$ cat src/rtl/sram_d_arbiter.sv
// sram_d_arbiter: two-master OBI arbiter with an ordered in-flight FIFO; `SRAM_ARB_ROUND_ROBIN_EN` selects round-robin, else fixed m0 priority.
// Zero added latency on request and response paths; s_req_o and both grants drop while the FIFO is full.
module sram_d_arbiter #(
  parameter int MAX_OUTSTANDING = 2,
  parameter int OUTST_W         = $clog2(MAX_OUTSTANDING + 1)
) (
  input  logic        clk_i,
  input  logic        rst_i,

  input  logic        m0_req_i,
  output logic        m0_gnt_o,
  input  logic [31:0] m0_addr_i,
  input  logic        m0_we_i,
  input  logic [3:0]  m0_be_i,
  input  logic [31:0] m0_wdata_i,
  output logic        m0_rvalid_o,
  output logic [31:0] m0_rdata_o,
  output logic        m0_err_o,

  input  logic        m1_req_i,
  output logic        m1_gnt_o,
  input  logic [31:0] m1_addr_i,
  input  logic        m1_we_i,
  input  logic [3:0]  m1_be_i,
  input  logic [31:0] m1_wdata_i,
  output logic        m1_rvalid_o,
  output logic [31:0] m1_rdata_o,
  output logic        m1_err_o,

  output logic        s_req_o,
  input  logic        s_gnt_i,
  output logic [31:0] s_addr_o,
  output logic        s_we_o,
  output logic [3:0]  s_be_o,
  output logic [31:0] s_wdata_o,
  input  logic        s_rvalid_i,
  input  logic [31:0] s_rdata_i,
  input  logic        s_illegal_i,

  output logic        unexp_rsp_o
);

  localparam int PTR_W = (MAX_OUTSTANDING > 1) ? $clog2(MAX_OUTSTANDING) : 1;

  logic [OUTST_W-1:0]         count;
  logic [PTR_W-1:0]           wptr;
  logic [PTR_W-1:0]           rptr;
  logic [MAX_OUTSTANDING-1:0] id_mem;
  logic [MAX_OUTSTANDING-1:0] err_mem;
  logic                       last_grant;
  logic                       sel;
  logic                       full;
  logic                       empty;
  logic                       push;
  logic                       pop;
  logic                       head_id;
  logic                       head_err;
  logic                       rsp0;
  logic                       rsp1;

  function automatic logic [PTR_W-1:0] ptr_inc(input logic [PTR_W-1:0] p);
    if (p == PTR_W'(MAX_OUTSTANDING - 1)) begin
      return '0;
    end
    return p + PTR_W'(1);
  endfunction

  assign full  = (count == OUTST_W'(MAX_OUTSTANDING));
  assign empty = (count == '0);

  always_comb begin
    sel = 1'b0;
    if (m1_req_i && !m0_req_i) begin
      sel = 1'b1;
    end else if (m0_req_i && m1_req_i) begin
`ifdef SRAM_ARB_ROUND_ROBIN_EN
      sel = ~last_grant;
`else
      sel = 1'b0;
`endif
    end
  end

`ifndef SRAM_ARB_ROUND_ROBIN_EN
  // Fixed priority still tracks the last winner so the state matches the round-robin build.
  logic unused_last_grant;
  assign unused_last_grant = last_grant;
`endif

  // A pop in the same cycle does not lift the full stall.
  assign s_req_o  = (m0_req_i | m1_req_i) & ~full & ~rst_i;
  assign m0_gnt_o = s_gnt_i & s_req_o & ~sel;
  assign m1_gnt_o = s_gnt_i & s_req_o & sel;

  assign s_addr_o  = sel ? m1_addr_i  : m0_addr_i;
  assign s_we_o    = sel ? m1_we_i    : m0_we_i;
  assign s_be_o    = sel ? m1_be_i    : m0_be_i;
  assign s_wdata_o = sel ? m1_wdata_i : m0_wdata_i;

  assign push = s_req_o & s_gnt_i;
  assign pop  = s_rvalid_i & ~empty & ~rst_i;

  assign head_id  = id_mem[rptr];
  assign head_err = err_mem[rptr];
  assign rsp0     = pop & ~head_id;
  assign rsp1     = pop & head_id;

  assign m0_rvalid_o = rsp0;
  assign m0_rdata_o  = rsp0 ? s_rdata_i : '0;
  assign m0_err_o    = rsp0 & head_err;
  assign m1_rvalid_o = rsp1;
  assign m1_rdata_o  = rsp1 ? s_rdata_i : '0;
  assign m1_err_o    = rsp1 & head_err;

  assign unexp_rsp_o = s_rvalid_i & empty & ~rst_i;

  always_ff @(posedge clk_i) begin
    if (rst_i) begin
      wptr       <= '0;
      rptr       <= '0;
      count      <= '0;
      last_grant <= 1'b1;
    end else begin
      if (push) begin
        wptr       <= ptr_inc(wptr);
        last_grant <= sel;
      end
      if (pop) begin
        rptr <= ptr_inc(rptr);
      end
      if (push && !pop) begin
        count <= count + OUTST_W'(1);
      end else if (pop && !push) begin
        count <= count - OUTST_W'(1);
      end
    end
  end

  // Entry storage needs no reset: occupancy is tracked by count and the pointers.
  always_ff @(posedge clk_i) begin
    if (push) begin
      id_mem[wptr]  <= sel;
      err_mem[wptr] <= s_illegal_i;
    end
  end

endmodule

$ cat config.mk
export PLATFORM = sky130hd
export DESIGN_NAME = sram_d_arbiter
export DESIGN_NICKNAME = d
export VERILOG_FILES = /design/src/rtl/sram_d_arbiter.sv
export SDC_FILE = /design/constraint.sdc
export NUM_CORES = 1
export LEC_CHECK = 0
export CAP_MARGIN = 20
export CORE_AREA = 2 2 125 127
export CTS_BUF_LIST = sky130_fd_sc_hd__clkbuf_8
export DETAILED_ROUTE_END_ITERATION = 10
export DIE_AREA = 0 0 127 129
export HOLD_SLACK_MARGIN = 0.15
export PLACE_DENSITY = 0.52
export SETUP_SLACK_MARGIN = 0.3
export SYNTH_ARGS = -nofsm -noshare
export SYNTH_HDL_FRONTEND = slang
export SYNTH_SLANG_ARGS = --single-unit
$ cat constraint.sdc
create_clock -name clk_i -period 4.33 [get_ports clk_i]
set_input_delay 0.433 -clock clk_i [delete_from_list [all_inputs] [get_ports clk_i]]
set_output_delay 0.433 -clock clk_i [all_outputs]
set_load 0.03 [all_outputs]
==> impl_metrics.env, run 1 <==
export IMPL_status="complete, no violations"
export IMPL_timing_rr_end="count[1]"
export IMPL_wl_um=11700
export IMPL_antenna_cells=0
export IMPL_final_common_cell="clkdlybuf4s50_1"
export IMPL_ios=318
export IMPL_syn_area_um2=1840
export IMPL_drive_gt1_share_pct=16.5
export IMPL_portBuffers=317
export IMPL_place_inst=688
export IMPL_synthToLayoutAreaGrowth_pct=179
export IMPL_fp_dieArea_um2=16400
export IMPL_fp_dieH_um=129
export IMPL_cts_buffers=3
export IMPL_dp_hpwl_um=10400
export IMPL_crit_top_cell="clkdlybuf4s50_1"
export IMPL_gp_congestion=0.771
export IMPL_synthCells=201
export IMPL_clk_pin_slew_worst_paths_ns=0.04
export IMPL_ant_nets=0
export IMPL_synth_distinct_cells=26
export IMPL_core_area_um2=15000
export IMPL_via_count=2773
export IMPL_seq_area_frac_synth_pct=10.9
export IMPL_worstReg2RegStart="count[0]"
export IMPL_vias_per_cell=4.01
export IMPL_r2r_slack_ns=2.25
export IMPL_finalWorstSetupSlack_ns=1.11
export IMPL_place_worst_setup_slack_ns=1.07
export IMPL_crit_fanout=56
export IMPL_worstPathRequired_ns=3.90
export IMPL_hold_viol=0
export IMPL_ys_seq_elements=8
export IMPL_cts_htree_levels=1
export IMPL_die_w_um=127
export IMPL_worst_pin_slew_ns=0.539
export IMPL_power_uw=794
export IMPL_crit_family="buffers and inverters"
export IMPL_min_path_cells=1
export IMPL_first_pass_iters=3
export IMPL_clock_latency_ns=0.22
export IMPL_period_share_pct=74.4
export IMPL_grt_setup_unrepaired="false"
export IMPL_path_cells="clkdlybuf4s50_1, nor2b_4, buf_12, mux2_2, clkdlybuf4s50_1"
export IMPL_first_iter_violations=45
export IMPL_finalSetupTns_ns=0
export IMPL_crit_buf_inv=3
export IMPL_grt_pass1_wl_um=16600
export IMPL_start_util_pct=12.3
export IMPL_worstRegToRegCells=7
export IMPL_cts_resized=0
export IMPL_cp_num_cells=5
export IMPL_clock_root_buffer="clkbuf_8"
export IMPL_relSlewSlack_pct=64.0
export IMPL_peakVddDrop_mv=0.0607
export IMPL_post_cts_repair_setup_buffers=0
export IMPL_critical_path_class="primary input to output pin"
export IMPL_grt_max_degree=66
export IMPL_end_kind="output pin"
export IMPL_synth_nets=379
export IMPL_p_per_area_nw_per_um2=155
export IMPL_hold_end="wptr"
export IMPL_synth_warnings=0
export IMPL_clock_skew_ns=0.000279
export IMPL_p_leak_nw=2.09
export IMPL_layout_common_cells="317 x clkdlybuf4s50_1, 70 x mux2_2, 64 x and3_1"
export IMPL_cts_sinks=8
export IMPL_period_needed_ns=3.22
export IMPL_wl_per_cell_um=16.9
export IMPL_min_delay_start="wptr"
export IMPL_drt_met1_wl_um=3570
export IMPL_fin_nets=683
export IMPL_report_final_setup_viol=0
export IMPL_grt_use_total_pct=13.2
export IMPL_slowest_delay_ns=0.65
export IMPL_holdBufCountCts=0
export IMPL_layoutNonFillerInstCount=692
export IMPL_fmax_ghz=0.310
export IMPL_max_cap_viol_count=0
export IMPL_worstHoldPathType="flip-flop to flip-flop"
export IMPL_worstSetupStartpointType="primary input"
export IMPL_avgSynthCellArea_um2=9.14
export IMPL_slew_viol_final=0
export IMPL_top_layer="met4"
export IMPL_place_area_um2=5080
export IMPL_cp_slowest_cell="clkdlybuf4s50_1"
export IMPL_antenna_found_initial=0
export IMPL_core_rowCount=45
export IMPL_routed_wl_met3_um=1380
export IMPL_route_detailed_drc=0
export IMPL_grt_pass1_vias=2964
export IMPL_grt_ovfl_total=0
export IMPL_cts_tree="done"
export IMPL_arrival_ns=2.79
export IMPL_clk_path_buf_depth=2
export IMPL_postLayoutCellArea_um2=5120
export IMPL_wl_met2_um=6670
## cells by family after synthesis
logic type                 synth area share, %
AOI/OAI and AO/OA                         1.09
xor gates and xnor gates                 0.953
adders and majority gates                0.681
buffers and inverters                     11.8
DFF                                       10.9
muxes                                     45.0
and+or+nand+nor                           29.5
## where the power goes
| group | total, mW | leakage (nW) | internal, mW | switching [mW] |
|---|---|---|---|---|
| Combinational | 0.611 | 1.99 | 0.328 | 0.283 |
| Clock | 0.0876 | 0.0269 | 0.0611 | 0.0265 |
| Sequential | 0.0952 | 0.0697 | 0.0876 | 0.00758 |
## per-layer routing
metal,global-route usage (%),vias up
met1,11.5,1241
met5,0,-
met3,5.49,2
li1,-,1342
met4,1.75,0
met2,28.1,188
## Yosys cell counts
library cell / n / area, um^2
mux2_4: 1 / 15.0
o21ai_0: 2 / 10.0
nand2b_1: 2 / 12.5
or2_2: 2 / 12.5
buf_2: 3 / 15.0
xor2_1: 2 / 17.5
dfxtp_1: 4 / 80.1
buf_4: 2 / 15.0
nand3_1: 2 / 10.0
edfxtp_1: 4 / 120
buf_6: 16 / 180
nor2b_1: 1 / 6.26
a21oi_1: 2 / 10.0
nor2_2: 1 / 6.26
mux2_2: 70 / 788
nand2_1: 1 / 3.75
and3_1: 64 / 400
and2_1: 2 / 12.5
mux2i_1: 1 / 10.0
nand2b_4: 1 / 13.8
mux2i_2: 1 / 13.8
ha_1: 1 / 12.5
nor2_1: 10 / 37.5
or3_1: 2 / 12.5
and2b_1: 2 / 15.0
inv_1: 2 / 7.51
## registers in the layout, indices dropped and copies added, names as in the netlist
name and flops:
err_mem 2, count 2, wptr 1, rptr 1, id_mem 2
## final cells by class
| type | count | area [um^2] |
|---|---|---|
| fillers | 1552 | 9850 |
| repair buffers | 320 | 3210 |
| multi-input cells | 170 | 1430 |
| well taps | 188 | 235 |
| flip-flops and latches | 8 | 200 |
| clock buffers | 3 | 41.3 |
| inverters | 2 | 7.51 |
| clock inverters | 1 | 3.75 |
## worst max-delay path by stage
stage                       end     start  slack (ns)
floorplan              count[1]  m1_req_i        2.57
global placement    s_addr_o[7]  m1_req_i        1.09
detailed placement  s_addr_o[7]  m1_req_i        1.07
CTS                 s_addr_o[7]  m1_req_i        1.06
global route        s_addr_o[7]  m1_req_i        1.00
finish              s_addr_o[7]  m1_req_i        1.11
## stage by stage
step / utilization, % / hold WS, ns
2_1_floorplan: - / 0.446
3_3_place_gp: 33.9 / 0.480
3_5_place_dp: 33.9 / 0.493
4_1_cts: 34.2 / 0.501
5_1_grt: 34.2 / 0.513
6_report: 34.2 / 0.491
Note: power is estimated with default switching activity, not from simulation.
==> inputs of run 2 (changes only) <==
- CORE_AREA: 2 2 125 127 -> 2 2 123 125
- DIE_AREA: 0 0 127 129 -> 0 0 125 127
- PLACE_DENSITY: 0.52 -> 0.53
- clock period: 4.33 -> 3.21 ns (I/O delays scaled with it)
==> impl_metrics.env, run 2 (synthesis gave the netlist of run 1 again) <==
export IMPL_core_rowCount=44
export IMPL_vias_per_cell=3.99
export IMPL_drive_gt1_share_pct=30.5
export IMPL_gp_congestion=0.947
export IMPL_clk_pin_slew_worst_paths_ns=0.04
export IMPL_die_w_um=125
export IMPL_hold_viol=0
export IMPL_worst_pin_slew_ns=0.423
export IMPL_cts_resized=0
export IMPL_end_kind="output pin"
export IMPL_peakVddDrop_mv=0.109
export IMPL_worstHoldPathType="flip-flop to flip-flop"
export IMPL_arrival_ns=2.40
export IMPL_finalSetupTns_ns=0
export IMPL_grt_max_degree=65
export IMPL_path_cells="clkdlybuf4s50_1, nor2b_4, buf_12, mux2_2, clkdlybuf4s50_1"
export IMPL_slew_viol_final=0
export IMPL_synthToLayoutAreaGrowth_pct=174
export IMPL_final_common_cell="clkdlybuf4s50_1"
export IMPL_first_pass_iters=4
export IMPL_cts_buffers=3
export IMPL_grt_use_total_pct=13.1
export IMPL_worstPathRequired_ns=2.89
export IMPL_grt_pass1_wl_um=16300
export IMPL_portBuffers=317
export IMPL_p_per_area_nw_per_um2=212
export IMPL_p_leak_nw=2.25
export IMPL_status="complete, no violations"
export IMPL_grt_setup_unrepaired="false"
export IMPL_cts_tree="done"
export IMPL_place_area_um2=4990
export IMPL_min_path_cells=1
export IMPL_ant_nets=0
export IMPL_wl_um=11600
export IMPL_fmax_ghz=0.367
export IMPL_clock_skew_ns=0.00257
export IMPL_power_mw=1.07
export IMPL_cp_slowest_cell="clkdlybuf4s50_1"
export IMPL_crit_fanout=34
export IMPL_antenna_found_initial=1
export IMPL_slowest_delay_ns=0.62
export IMPL_postLayoutCellArea_um2=5030
export IMPL_fp_dieArea_um2=15900
export IMPL_critical_path_class="primary input to output pin"
export IMPL_cts_htree_levels=1
export IMPL_wl_per_cell_um=16.8
export IMPL_core_area_um2=14400
export IMPL_fin_nets=685
export IMPL_crit_top_cell="clkdlybuf4s50_1"
export IMPL_period_share_pct=84.8
export IMPL_first_iter_violations=38
export IMPL_dp_hpwl_um=10300
export IMPL_start_util_pct=12.7
export IMPL_clk_path_buf_depth=2
export IMPL_period_needed_ns=2.72
export IMPL_fillers=1528
export IMPL_clock_root_buffer="clkbuf_8"
export IMPL_post_cts_repair_setup_buffers=0
export IMPL_relSlewSlack_pct=71.8
export IMPL_clock_latency_ns=0.22
export IMPL_fp_dieH_um=127
export IMPL_ios=318
export IMPL_layout_common_cells="248 x clkdlybuf4s50_1, 70 x mux2_2, 67 x buf_4"
export IMPL_report_final_setup_viol=0
export IMPL_worstRegToRegCells=6
export IMPL_grt_ovfl_total=0
export IMPL_holdBufCountCts=0
export IMPL_max_cap_viol_count=0
export IMPL_via_count=2751
export IMPL_antenna_cells=0
export IMPL_top_regs="count x2, err_mem x2, id_mem x2"
export IMPL_grt_pass1_vias=2847
export IMPL_hold_ws_ns=0.490
export IMPL_route_detailed_drc=0
export IMPL_worstSetupStartpointType="primary input"
export IMPL_cts_sinks=8
## run 2: final timing paths
kind | slack (ns) | from | endpoint
max | 0.49 | m1_req_i | s_addr_o[29]
min | 0.49 | wptr | wptr
max reg2reg | 1.55 | count[0] | count[1]
min reg2reg | 0.49 | wptr | wptr
## run 2: layout make-up
class	instances	area, um^2	share of cell area (%)
Sequential cell	8	200	3.98
Multi-Input combinational cell	170	1430	28.4
Tap cell	184	230	4.57
Inverter	2	7.51	0.149
Timing Repair Buffer	322	3130	62.1
Clock buffer	3	41.3	0.820
## run 2: through the flow
step                util (%)  worst slack, ns  instances
global route            34.9            0.408        689
global placement        34.6            0.474        686
CTS                     34.9            0.465        689
floorplan                  -             1.56        201
detailed placement      34.6            0.457        686
finish                  34.9            0.489        689
## run 2: worst max-delay path, delay by kind of cell
kind	cells	cell delay, ns
muxes	1	0.36
buffers and inverters	3	1.35
and+or+nand+nor	1	0.35
## run 2: per-layer routing
| metal | vias to the layer above | part of all wire [%] | global-route usage, % |
|---|---|---|---|
| met2 | 204 | 53 | 26.1 |
| li1 | 1341 | - | - |
| met5 | - | 0 | 0 |
| met3 | 10 | 14 | 6.37 |
| met4 | 0 | 2.3 | 2.68 |
| met1 | 1196 | 31 | 12.0 |
## run 2: power breakdown
part / internal (mW) / leakage [nW] / switching, mW
Combinational: 0.440 / 2.16 / 0.380
Clock: 0.0809 / 0.0216 / 0.0363
Sequential: 0.118 / 0.0697 / 0.00987
Total: 0.639 / 2.25 / 0.426
